--- src/rtl/wb_pkg.sv ---
// Shared definitions for the write-back stage: datapath widths, load funct3 encodings,
// arbitration state and the queued load entry layout.
package wb_pkg;

    localparam int unsigned XLEN       = 32;
    localparam int unsigned REG_ADDR_W = 5;

    localparam logic [2:0] LB  = 3'b000;
    localparam logic [2:0] LH  = 3'b001;
    localparam logic [2:0] LW  = 3'b010;
    localparam logic [2:0] LBU = 3'b100;
    localparam logic [2:0] LHU = 3'b101;

    typedef enum logic {
        GrantAlu = 1'b0,
        GrantMem = 1'b1
    } grantT;

    // Loads are queued raw; alignment happens on the FIFO head.
    typedef struct packed {
        logic [REG_ADDR_W-1:0] rd;
        logic [XLEN-1:0]       data;
        logic [2:0]            funct3;
        logic [1:0]            addrLow;
    } memEntryT;

    // x0 is hard-wired, so a write to it is never issued.
    function automatic logic writeQualify(input logic we, input logic [REG_ADDR_W-1:0] rd);
        return we && (rd != '0);
    endfunction

endpackage

--- src/rtl/load_align.sv ---
// Combinational load data extraction: selects byte/halfword/word from the loaded word and
// sign- or zero-extends it according to funct3.
module load_align
    import wb_pkg::*;
(
    input  logic [XLEN-1:0] memData,
    input  logic [2:0]      memFunct3,
    input  logic [1:0]      memAddrLow,
    output logic [XLEN-1:0] data
);

    logic [7:0]  byteSel;
    logic [15:0] halfSel;

    always_comb begin
        case (memAddrLow)
            2'd0:    byteSel = memData[7:0];
            2'd1:    byteSel = memData[15:8];
            2'd2:    byteSel = memData[23:16];
            default: byteSel = memData[31:24];
        endcase
        halfSel = memAddrLow[1] ? memData[31:16] : memData[15:0];
    end

    // Unused encodings (011, 110, 111) fall through to a full-word load.
    always_comb begin
        case (memFunct3)
            LB:      data = {{(XLEN-8){byteSel[7]}}, byteSel};
            LBU:     data = {{(XLEN-8){1'b0}}, byteSel};
            LH:      data = {{(XLEN-16){halfSel[15]}}, halfSel};
            LHU:     data = {{(XLEN-16){1'b0}}, halfSel};
            default: data = memData;
        endcase
    end

endmodule

--- src/rtl/write_back_stage.sv ---
// Write-back stage: arbitrates a 1-entry ALU holding register and a 2-entry load FIFO onto
// the register file write port. Define WB_BYPASS_EN to add the decode-stage forwarding outputs.
module write_back_stage
    import wb_pkg::*;
(
    input  logic                  clock,
    input  logic                  resetN,

    input  logic                  aluValid,
    output logic                  aluReady,
    input  logic [REG_ADDR_W-1:0] aluRd,
    input  logic [XLEN-1:0]       aluData,
    input  logic                  aluRegWrite,

    input  logic                  memValid,
    output logic                  memReady,
    input  logic [REG_ADDR_W-1:0] memRd,
    input  logic [XLEN-1:0]       memData,
    input  logic [2:0]            memFunct3,
    input  logic [1:0]            memAddrLow,

    output logic [REG_ADDR_W:0]   writeRegister,
    output logic [XLEN-1:0]       writeData,
    output logic                  regWrite
`ifdef WB_BYPASS_EN
    ,
    output logic                  bypassValid,
    output logic [REG_ADDR_W-1:0] bypassRd,
    output logic [XLEN-1:0]       bypassData
`endif
);

    // ALU holding register
    logic                  aluFullQ;
    logic [REG_ADDR_W-1:0] aluRdQ;
    logic [XLEN-1:0]       aluDataQ;
    logic                  aluWeQ;

    // Load FIFO
    memEntryT   fifoQ [2];
    logic [1:0] countQ, countD;
    logic       wrPtrQ, rdPtrQ;
    memEntryT   pushEntry;
    memEntryT   headEntry;
    logic [XLEN-1:0] headAligned;

    grantT lastGrantQ;

    logic memPend;
    logic grantAlu, grantMem, anyGrant;
    logic aluPush, memPush, memPop;

    logic                  selValid;
    logic [REG_ADDR_W-1:0] selRd;
    logic [XLEN-1:0]       selData;

    // Arbitration: a lone pending head wins; on contention the side not served last wins.
    always_comb begin
        memPend  = (countQ != 2'd0);
        grantAlu = aluFullQ && (!memPend || (lastGrantQ == GrantMem));
        grantMem = memPend && (!aluFullQ || (lastGrantQ == GrantAlu));
        anyGrant = grantAlu || grantMem;
    end

    // Readies depend only on state and grants, never on the same channel's valid.
    assign aluReady = resetN && (!aluFullQ || grantAlu);
    assign memReady = resetN && ((countQ != 2'd2) || grantMem);

    assign aluPush = aluValid && aluReady;
    assign memPush = memValid && memReady;
    assign memPop  = grantMem;

    always_comb begin
        pushEntry.rd      = memRd;
        pushEntry.data    = memData;
        pushEntry.funct3  = memFunct3;
        pushEntry.addrLow = memAddrLow;
        headEntry         = fifoQ[rdPtrQ];
    end

    load_align uLoadAlign (
        .memData    (headEntry.data),
        .memFunct3  (headEntry.funct3),
        .memAddrLow (headEntry.addrLow),
        .data       (headAligned)
    );

    always_comb begin
        selValid = 1'b0;
        selRd    = '0;
        selData  = '0;
        if (grantAlu) begin
            selValid = writeQualify(aluWeQ, aluRdQ);
            selRd    = aluRdQ;
            selData  = aluDataQ;
        end else if (grantMem) begin
            selValid = writeQualify(1'b1, headEntry.rd);
            selRd    = headEntry.rd;
            selData  = headAligned;
        end
    end

    always_comb begin
        countD = countQ;
        if (memPush && !memPop) begin
            countD = countQ + 2'd1;
        end else if (!memPush && memPop) begin
            countD = countQ - 2'd1;
        end
    end

    always_ff @(posedge clock or negedge resetN) begin
        if (!resetN) begin
            aluFullQ <= 1'b0;
            aluRdQ   <= '0;
            aluDataQ <= '0;
            aluWeQ   <= 1'b0;
        end else if (aluPush) begin
            aluFullQ <= 1'b1;
            aluRdQ   <= aluRd;
            aluDataQ <= aluData;
            aluWeQ   <= aluRegWrite;
        end else if (grantAlu) begin
            aluFullQ <= 1'b0;
        end
    end

    always_ff @(posedge clock or negedge resetN) begin
        if (!resetN) begin
            fifoQ[0] <= '0;
            fifoQ[1] <= '0;
            countQ   <= 2'd0;
            wrPtrQ   <= 1'b0;
            rdPtrQ   <= 1'b0;
        end else begin
            if (memPush) begin
                fifoQ[wrPtrQ] <= pushEntry;
                wrPtrQ        <= ~wrPtrQ;
            end
            if (memPop) begin
                rdPtrQ <= ~rdPtrQ;
            end
            countQ <= countD;
        end
    end

    always_ff @(posedge clock or negedge resetN) begin
        if (!resetN) begin
            lastGrantQ <= GrantAlu;
        end else if (grantAlu) begin
            lastGrantQ <= GrantAlu;
        end else if (grantMem) begin
            lastGrantQ <= GrantMem;
        end
    end

    // Address/data follow every grant, even suppressed ones; regWrite only pulses when qualified.
    always_ff @(posedge clock or negedge resetN) begin
        if (!resetN) begin
            regWrite      <= 1'b0;
            writeRegister <= '0;
            writeData     <= '0;
        end else begin
            regWrite <= selValid;
            if (anyGrant) begin
                writeRegister <= {1'b0, selRd};
                writeData     <= selData;
            end
        end
    end

`ifdef WB_BYPASS_EN
    assign bypassValid = selValid;
    assign bypassRd    = selRd;
    assign bypassData  = selData;
`endif

endmodule

--- config.mk ---
export PLATFORM = sky130hd
export DESIGN_NAME = write_back_stage
export DESIGN_NICKNAME = d
export VERILOG_FILES = /design/src/rtl/wb_pkg.sv /design/src/rtl/load_align.sv /design/src/rtl/write_back_stage.sv
export SDC_FILE = /design/constraint.sdc
export NUM_CORES = 1
export LEC_CHECK = 0
export BUFFER_PORTS_ARGS = -buffer_cell sky130_fd_sc_hd__buf_2
export CAP_MARGIN = 10
export CORE_ASPECT_RATIO = 0.9
export CORE_UTILIZATION = 35
export DETAILED_ROUTE_END_ITERATION = 7
export PLACE_DENSITY = 0.54
export SYNTH_ARGS = -nofsm -noshare
export SYNTH_HDL_FRONTEND = slang
export SYNTH_SLANG_ARGS = --single-unit
--- constraint.sdc ---
create_clock -name clock -period 2.2 [get_ports clock]
set_input_delay 0.33 -clock clock [delete_from_list [all_inputs] [get_ports clock]]
set_output_delay 0.33 -clock clock [all_outputs]
set_load 0.03 [all_outputs]
==> results of run 1 <==
==> cell type report <==
type | instances | area [um2]
inverters | 14 | 52.6
clock inverters | 7 | 93.8
flip-flops and latches | 166 | 4160
multi-input cells | 370 | 3210
fillers | 1945 | 11700
clock buffers | 24 | 492
well taps | 286 | 358
repair buffers | 165 | 998
==> stage by stage <==
| step | area, um2 | power (mW) |
|---|---|---|
| 4_1_cts | 9310 | 15.6 |
| 5_1_grt | 9360 | 16.6 |
| 6_report | 9360 | 15.6 |
| 3_3_place_gp | 8660 | 12.4 |
| 3_5_place_dp | 8660 | 12.6 |
| 2_1_floorplan | 7640 | 10.2 |
==> flip-flops by register name, summed over array words and instances (netlist names) <==
| register | cells |
|---|---|
| aluFullQ | 1 |
| fifoQ | 84 |
| countQ | 2 |
| aluDataQ | 32 |
| lastGrantQ | 1 |
| wrPtrQ | 1 |
| writeData | 32 |
| regWrite | 1 |
| aluWeQ | 1 |
| aluRdQ | 5 |
| writeRegister | 5 |
| rdPtrQ | 1 |
==> worst register-to-register path, cell delays in order, from the launching register on <==
cell and delay, ps:
dfrtp_2 490, buf_4 160, mux2i_2 250, buf_4 240, mux2_2 360, o22a_1 270, o221a_2 150, o21ai_1 100
==> kinds of logic (layout without fill, tap and decap cells) <==
group           Yosys count  in the layout  synth area share (%)
mux                     167            167                  24.2
flops                   166            166                  54.4
compound gates          111            111                  11.1
simple gates             85             85                  5.55
buf+inv                  53            210                  4.01
xor+xnor                  5              5                 0.573
fa+ha+maj                 1              1                 0.164
other cells               1              1                0.0491
==> how the worst max path moves through the flow <==
stage,start,to,cells after the start
final,rdPtrQ,writeData[6],7
after global routing,rdPtrQ,writeData[19],7
after CTS,resetN,aluReady,5
after detailed placement,rdPtrQ,writeData[13],3
after global placement,rdPtrQ,writeData[3],6
after floorplan,countQ[0],countQ[1],8
==> layout by cell type (no fill, tap or decap), types with 8 or more instances in the layout <==
| master | netlist | final |
|---|---|---|
| dfrtp_1 | 166 | 165 |
| mux2_2 | 126 | 126 |
| buf_2 | 13 | 122 |
| mux2i_1 | 37 | 37 |
| buf_4 | 9 | 34 |
| nand2_1 | 29 | 28 |
| o221ai_1 | 21 | 21 |
| clkbuf_16 | 0 | 17 |
| nor2_1 | 18 | 16 |
| inv_1 | 14 | 14 |
| a21oi_1 | 11 | 11 |
| a21oi_2 | 10 | 10 |
| o21ai_0 | 9 | 9 |
| a31oi_1 | 10 | 9 |
| and3_1 | 8 | 8 |
| a32oi_1 | 8 | 8 |
==> power by group through the flow <==
stage / clock network, mW / logic, mW / registers [mW]
floorplan: 0 / 4.46 / 5.79
global placement: 0 / 6.93 / 5.44
detailed placement: 0 / 7.08 / 5.49
CTS: 3.02 / 7.13 / 5.45
global route: 3.15 / 7.80 / 5.61
finish: 2.96 / 7.20 / 5.44
==> routing by layer <==
layer | routed length (um) | track usage, %
met5 | 0 | 0
met4 | 357 | 6.59
met3 | 1190 | 4.93
met2 | 9550 | 28.9
met1 | 9710 | 27.8
==> what timing repair did <==
| item | 4_1_cts | 5_1_grt |
|---|---|---|
| resized for setup | 0 | 4 |
| hold buffers | 5 | 0 |
| setup buffers | 0 | 4 |
| setup endpoints to repair | 0 | 23 |
| hold endpoints to repair | 109 | 0 |
==> summary.txt, run 1 <==
Static Leak: 4.23 nW
Hold Crit Depth: 2
Layout cells sized above 1: 46.6%
Worst-margin pin slew: 755 ps
CP max-delay cell: dfrtp_2
Top cell type's share of synthesized area: 54.4%
Fmax: 477 MHz
Final ANT Viol Nets: 0
Routed vias: 5354
Cell chain of the critical path: buf_4 -> mux2i_2 -> buf_4 -> mux2_2 -> o22a_1 -> o221a_2 -> o21ai_1
Vias in the first global route: 5594
Total of max-cap violations: 0
Routability cong.: 0.861
Combinational power share: 46.1%
RSZ-0062 raised after global routing: no
DRT Wirelength: 20800 um
Final setup fails: 0
Die Y: 142 um
Detailed placer's ending HPWL: 15400 um
Clk slew on worst S/H paths: 60 ps
NetSw: 6.29 mW
HP Start: aluData[31]
Cell repeated most along the worst path: buf_4
Root Buffer: clkbuf_16
Required @ worst endpoint: 2550 ps
TritonRoute pass-1 iters: 4
Post-Synthesis Cells: 589
Synth area leaders: dfrtp_1 54%, mux2_2 19%, mux2i_1 4.8%
Mean Syn Cell Area: 13.0 um2
Worst slack at placement: 41.1 ps
Reg-to-reg startpoint: rdPtrQ
CTS Buffer Depth: 2
Routed wire length per instance: 20.2 um
Die W: 158 um
Fraction of registers with async set/reset: 100%
Slew Viols, Final: 0
Area of the mapped netlist: 7640 um2
Pwr per Cell Area: 1670 nW/um2
H-tree level count: 4
Worst hold path type: primary input to flop
Starting Density: 36.2%
Pin count of the biggest net entering global routing: 58
Crit-path leading delay family: multiplexers
Worst path buffer plus inverter count: 2
ANT cells: 0
Yosys cell types: 58
Worst Path Max Fanout: 11
Critical path class: flop to flop
Initial antenna violation count: 0
TritonCTS clock tree: done
Clk sinks: 166
Clock Latency Late Sink: 430 ps
Switching Share: 40.3%
Endpoint class of the critical path: flop
Nets: 819
Worst r2r dst: writeData[6]
Yosys warning count: 0
Dominant cell by count in the synthesized netlist: dfrtp_1
Num CTS Buffers: 17
Fin. Hold Viols: 0
Fin Setup TNS: 0 ps
Post-synth top cells: 166 x dfrtp_1, 126 x mux2_2, 37 x mux2i_1
Buffers on Ports: 123
Arrival time worst endpoint: 2450 ps
Gr usage total: 19.6%
Hold WS: 132 ps
Yosys top cell by area: dfrtp_1
Number of cells on the worst reg-to-reg path: 7
Area growth syn-to-layout: 22.5%
Total gr overflow: 0
Finished Layout Cells: 1032
R2R setup slack: 100 ps
I/O Pins: 125
Via/cell ratio: 5.19
Util after Layout: 44.4%
DR iter-0 viols: 268
Clk pwr share: 19.0%
Setup ws final: 104 ps
Outcome: complete, no violations
CORE AREA: 21100 um2
CP max stage delay: 490 ps
Clk_skew: 7.99 ps
CP Launch Type: flop
# DRC: 0
Worst relative slew slack: 49.7%
Sequential area share after synthesis: 54.4%
Min-Delay Endpoint: aluDataQ[31]
Top_reg_cell synth: dfrtp_1
Placed insts: 992
Num rows: 50
Internal power: 9.32 mW
Final Critical Period: 2100 ps
Overall die area: 22400 um2
Worst vdd ir: 0.538 mV
EDFF count, synth: 0
Seq pwr share: 34.9%
Global-route wire length before repair: 32300 um
Period Utilization, post-route: 95.3%
Yosys reg bits: 166
Syn nets: 674
(Power assumes the default switching activity.)
==> run 2: changes to the inputs <==
==> constraint.sdc (replaced) <==
create_clock -name clock -period 2.05 [get_ports clock]
set_input_delay 0.3075 -clock clock [delete_from_list [all_inputs] [get_ports clock]]
set_output_delay 0.3075 -clock clock [all_outputs]
set_load 0.03 [all_outputs]
==> run 2 against run 1 <==
Net effect: register-to-register slack worse by 50 ps; utilization up 0.79 points; final area rose by 1.8%; via count shrank 0.82%; largest cell class unchanged.
==> summary.txt, run 2 (synthesized netlist as in run 1, its figures left out) <==
Outcome: complete, no violations
Global-route wire length before repair: 32600 um (+0.96%)
Static Leak: 4.31 nW (+1.9%)
CP max stage delay: 460 ps (-30 ps)
Routed vias: 5310 (-0.82%)
HP Start: aluData[16]
Filler cells: 1964 (+0.98%)
Commonest non-fill, non-tap cell in the layout: dfrtp_1
Starting Density: 36.2% (unchanged)
Routability cong.: 0.790 (-8.2%)
Placed cell area: 8820 um2 (+1.8%)
Total gr overflow: 0 (unchanged)
DR iter-0 viols: 337 (+26%)
Routed wire length per instance: 20.1 um (-0.30%)
Worst Path Max Fanout: 11 (unchanged)
R2R setup slack: 60 ps (-50 ps)
CORE AREA: 21100 um2 (unchanged)
Overall die area: 22400 um2 (unchanged)
Clock Latency Late Sink: 420 ps (about the same)
Finished Layout Cells: 1044 (+1.2%)
Num rows: 50 (unchanged)
Crit-path leading delay family: multiplexers
Worst path buffer plus inverter count: 2 (unchanged)
Wl on met1: 10200 um (+5.1%)
Worst hold path type: primary input to flop
Slew Viols, Final: 0 (unchanged)
Final ANT Viol Nets: 0 (unchanged)
# DRC: 0 (unchanged)
Vias in the first global route: 5608 (+0.25%)
Layout cells sized above 1: 48.3% (+1.7 points)
Num CTS Buffers: 17 (unchanged)
Final Critical Period: 1990 ps (-105 ps)
H-tree level count: 4 (unchanged)
Clk slew on worst S/H paths: 60 ps (about the same)
Reg-to-reg startpoint: rdPtrQ
Pwr per Cell Area: 1820 nW/um2 (+9.3%)
Worst r2r dst: writeData[0]
Setup ws final: 59.1 ps (-45.1 ps)
Endpoint class of the critical path: flop
Area growth syn-to-layout: 24.7%
DRT Wirelength: 21000 um (+0.86%)
Largest register FFs: 84 (unchanged)
Worst slack at placement: -126 ps (-167 ps)
Required @ worst endpoint: 2350 ps (-200 ps)
Detailed placer's ending HPWL: 15400 um (about the same)
Cell chain of the critical path: buf_4 -> buf_4 -> mux2i_1 -> mux2i_1 -> or2_2 -> o221ai_1 -> o31ai_1
Nets: 830 (+1.3%)
Fin. Hold Viols: 0 (unchanged)
Multi-input gate area: 3240 um2 (+0.90%)
Worst-margin pin slew: 731 ps (-23.6 ps)
Arrival time worst endpoint: 2290 ps (-160 ps)
CTS Buffer Depth: 2 (unchanged)
Root Buffer: clkbuf_16
DR top layer: met4
Hold Crit Depth: 2 (unchanged)
Met2 Routed Length: 9390 um (-1.6%)
Placed insts: 1005 (+1.3%)
Period Utilization, post-route: 97.1% (+1.9 points)
Finished Cell Area: 9530 um2 (+1.8%)
Clk sinks: 166 (unchanged)
Power, Total: 17.4 mW (+11%)
Register area: 4160 um2 (unchanged)
Min-Delay Endpoint: aluDataQ[16]
Worst vdd ir: 0.722 mV (+34%)
TritonRoute pass-1 iters: 5 (+1)
Largest registers: fifoQ (84), aluDataQ (32), writeData (32)
Initial antenna violation count: 0 (unchanged)
Met3 WL: 1080 um (-9.7%)
Final setup fails: 0 (unchanged)
Via/cell ratio: 5.09 (-2.0%)
Number of cells on the worst reg-to-reg path: 7 (unchanged)
CP Launch Type: flop
Fin Setup TNS: 0 ps (unchanged)
I/O Pins: 125 (unchanged)
Fmax: 502 MHz (+5.3%)
Die W: 158 um (unchanged)
Most flop-heavy register: fifoQ
CP max-delay cell: mux2i_1
Most frequent cells in the layout: 165 x dfrtp_1, 126 x mux2_2, 122 x buf_2
Pin count of the biggest net entering global routing: 136 (+130%)
Gr usage total: 19.7% (+0.14 points)
Die Y: 142 um (unchanged)
Buffers on Ports: 123 (unchanged)
Total of max-cap violations: 0 (unchanged)
Critical path class: flop to flop
Worst relative slew slack: 51.3% (+1.6 points)
TritonCTS clock tree: done
Clk_skew: 7.73 ps (-0.263 ps)
-- run 2: metal layers --
metal | GRT usage, % | up-vias
met5 | 0 | -
met2 | 29.2 | 149
met1 | 28.6 | 2662
li1 | - | 2482
met3 | 4.08 | 17
met4 | 6.23 | 0
-- run 2: worst max-delay path by stage --
stage	start	endpoint	slack [ps]	cells past startpoint
floorplan	countQ[0]	countQ[1]	240	8
global placement	rdPtrQ	writeData[12]	-50	3
detailed placement	rdPtrQ	writeData[13]	-130	3
CTS	rdPtrQ	writeData[3]	-8	6
global route	rdPtrQ	writeData[8]	-4	7
finish	rdPtrQ	writeData[0]	60	7
-- run 2: report_power, final --
| group | internal, mW | switching [mW] | total [mW] |
|---|---|---|---|
| clock network | 1.95 | 1.29 | 3.24 |
| logic | 3.70 | 4.64 | 8.34 |
| registers | 4.78 | 1.01 | 5.78 |
-- run 2: what timing repair did --
item | CTS | global route
resized for setup | 2 | 7
setup endpoints to repair | 25 | 31
endpoints found under the hold margin | 31 | 0
setup buffers | 2 | 3
hold buffers | 2 | 0
pin swaps | 0 | 0
-- run 2: through the flow --
step                utilization, %  hold WS [ps]
floorplan                        -          11.9
global placement              41.8           113
detailed placement            41.8           114
CTS                           44.9           101
global route                  45.2           105
finish                        45.2           114
-- run 2: final cells by class --
cell class              count  share of cell area, %
inverters                  14                  0.552
flip-flops and latches    166                   43.6
diodes                      1                 0.0263
clock buffers              24                   5.27
well taps                 286                   3.76
clock inverters             7                  0.985
multi-input cells         370                   34.0
repair buffers            176                   11.8
==> run 3: changes to the inputs <==
--- a/config.mk
+++ b/config.mk
@@ -8,9 +8,9 @@
 export BUFFER_PORTS_ARGS = -buffer_cell sky130_fd_sc_hd__buf_2
 export CAP_MARGIN = 10
 export CORE_ASPECT_RATIO = 0.9
-export CORE_UTILIZATION = 35
+export CORE_UTILIZATION = 38
 export DETAILED_ROUTE_END_ITERATION = 7
-export PLACE_DENSITY = 0.54
+export PLACE_DENSITY = 0.57
 export SYNTH_ARGS = -nofsm -noshare
 export SYNTH_HDL_FRONTEND = slang
 export SYNTH_SLANG_ARGS = --single-unit
==> run 3 against run 2 <==
Net effect: the flow now finishes with violations (negative hold slack); worst hold slack worse by 130 ps; fmax down 1.9%; register-to-register slack worse by 40 ps; largest power group unchanged; final cell count down 5.5%; critical endpoint is now writeData[15]; die area down 7.8%; global-route usage up 1.1 points; critical path type unchanged; critical path depth down 1.
==> summary.txt, run 3 (synthesized netlist as in run 1, its figures left out) <==
Starting Density: 39.3% (+3.0 points)
Overall die area: 20700 um2 (-7.8%)
TritonCTS clock tree: done
Fmax: 493 MHz (-1.9%)
Required @ worst endpoint: 2380 ps (+30 ps)
Clk sinks: 166 (unchanged)
Vias in the first global route: 5620 (+0.21%)
Most frequent cells in the layout: 164 x dfrtp_1, 126 x mux2_2, 122 x buf_2
Routed vias: 5293 (-0.32%)
Pin count of the biggest net entering global routing: 115 (-15%)
Period Utilization, post-route: 99.0% (+1.9 points)
Most flop-heavy register: fifoQ
Die W: 151 um (-4.0%)
Worst slack at placement: 5.27 ps (+132 ps)
Critical Path Start: rdPtrQ
Routability cong.: 0.893 (+13%)
GR Util met3: 5.50% (+1.4 points)
TritonRoute pass-1 iters: 5 (unchanged)
Initial antenna violation count: 0 (unchanged)
ANT cells: 0 (-1)
Critical path class: flop to flop
CP Launch Type: flop
Num rows: 48 (-4.0%)
Detailed placer's ending HPWL: 14800 um (-3.7%)
Fin. Hold Viols: 27 (+27)
Worst relative slew slack: 43.6% (-7.7 points)
Gr usage total: 20.8% (+1.1 points)
Pwr per Cell Area: 1810 nW/um2 (-0.91%)
Total of max-cap violations: 0 (unchanged)
H-tree level count: 4 (unchanged)
Placed insts: 953 (-5.2%)
Reg-to-reg startpoint: rdPtrQ
Static Leak: 4.20 nW (-2.6%)
Nets: 809 (-2.5%)
# DRC: 0 (unchanged)
Root Buffer: clkbuf_16
Outcome: finished, violations left
DRT Wirelength: 20400 um (-3.0%)
Worst Path Max Fanout: 17 (+6)
Area growth syn-to-layout: 21.3%
Routed wire length per instance: 20.6 um (+2.6%)
Largest register FFs: 84 (unchanged)
Setup ws final: 20.6 ps (-38.5 ps)
I/O Pins: 125 (unchanged)
Total gr overflow: 0 (unchanged)
DR iter-0 viols: 328 (-2.7%)
Clk slew on worst S/H paths: 70 ps (about the same)
Worst vdd ir: 0.659 mV (-8.8%)
Multi-input gate area: 3210 um2 (-1.0%)
RSZ-0062 raised after global routing: yes
Finished Layout Cells: 987 (-5.5%)
Slew Viols, Final: 0 (unchanged)
Worst hold path type: primary input to async pin
Commonest non-fill, non-tap cell in the layout: dfrtp_1
Worst-margin pin slew: 844 ps (+113 ps)
Via/cell ratio: 5.36 (+5.4%)
CTS Buffer Depth: 2 (unchanged)
Num CTS Buffers: 17 (unchanged)
Final setup fails: 0 (unchanged)
Largest registers: fifoQ (84), aluDataQ (32), writeData (32)
Register area: 4160 um2 (about the same)
Buffers on Ports: 123 (unchanged)
Clock Latency Late Sink: 440 ps (+20 ps)
Met1 Usage GRT: 28.9% (+0.28 points)
Most Crowded Layer GR: met2
Hold WS: -16.8 ps (-130 ps)
GRT met2 Usage: 32.1% (+2.9 points)
Clk_skew: 13.6 ps (+5.87 ps)
Filler cells: 1773 (-9.7%)
Failing checks: negative hold slack
Arrival time worst endpoint: 2360 ps (+70 ps)
Global-route wire length before repair: 31300 um (-3.8%)
CORE AREA: 19500 um2 (-7.7%)
Endpoint class of the critical path: flop
Final Critical Period: 2030 ps (+38.5 ps)
Layout cells sized above 1: 46.8% (-1.5 points)
Final ANT Viol Nets: 0 (unchanged)
Die Y: 137 um (-4.0%)
run 3: cell types whose count changed in the layout (fill, tap and decap cells not counted), moves of 2 or more:
| cell | before | now |
|---|---|---|
| clkbuf_1 | 2 | 0 |
| buf_4 | 42 | 24 |
| clkinv_4 | 1 | 5 |
| clkbuf_8 | 5 | 0 |
| inv_6 | 0 | 2 |
| clkinv_2 | 2 | 4 |
run 3: critical path, stage by stage (launching register included):
cell and delay, ps:
dfrtp_4 540, buf_4 210, mux2i_4 300, nor2_2 60, a2111oi_2 390, a311oi_1 100, o41ai_2 320
run 3: path summary, 6_finish.rpt:
check,to,slack (ps),depth (start not counted)
max,writeData[15],20,6
min,aluDataQ[10],-20,2
max reg2reg,writeData[15],20,6
min reg2reg,fifoQ[46],500,1
max in group asynchronous,aluDataQ[2],1460,2
min in group clock,aluDataQ[25],100,2
run 3: cell type report:
type / count / area share (%)
Sequential cell: 166 / 44.9
Multi-Input combinational cell: 370 / 34.6
Timing Repair Buffer: 155 / 10.3
Clock buffer: 17 / 4.59
Tap cell: 250 / 3.38
Clock inverter: 15 / 1.69
Inverter: 14 / 0.567
run 3: per-layer routing:
metal	vias to the layer above	wire (um)
met3	22	1110
met4	0	208
met5	-	0
li1	2444	-
met1	2676	9420
met2	151	9620
run 3: where the power goes:
group / switching, mW / internal [mW]
Clock: 1.37 / 1.80
Combinational: 4.36 / 3.37
Sequential: 1.05 / 4.78
Total: 6.78 / 9.95
run 3: what timing repair did:
item,4_1_cts,5_1_grt
gates cloned,0,0
setup endpoints to repair,1,23
hold endpoints to repair,7,0
buffers inserted,0,1
resized for setup,1,3
hold buffers,1,0
run 3: per-stage QoR:
| stage | total power, mW | instance area, um2 | util [%] | hold WS (ps) | setup TNS, ps |
|---|---|---|---|---|---|
| 5_1_grt | 17.8 | 9270 | 47.6 | 23.4 | -118 |
| 2_1_floorplan | 11.0 | 7640 | - | 11.9 | 0 |
| 3_5_place_dp | 13.6 | 8650 | 44.5 | 124 | 0 |
| 4_1_cts | 16.8 | 9250 | 47.5 | 9.00 | 0 |
| 3_3_place_gp | 13.4 | 8650 | 44.5 | 123 | 0 |
| 6_report | 16.7 | 9270 | 47.6 | -16.8 | 0 |
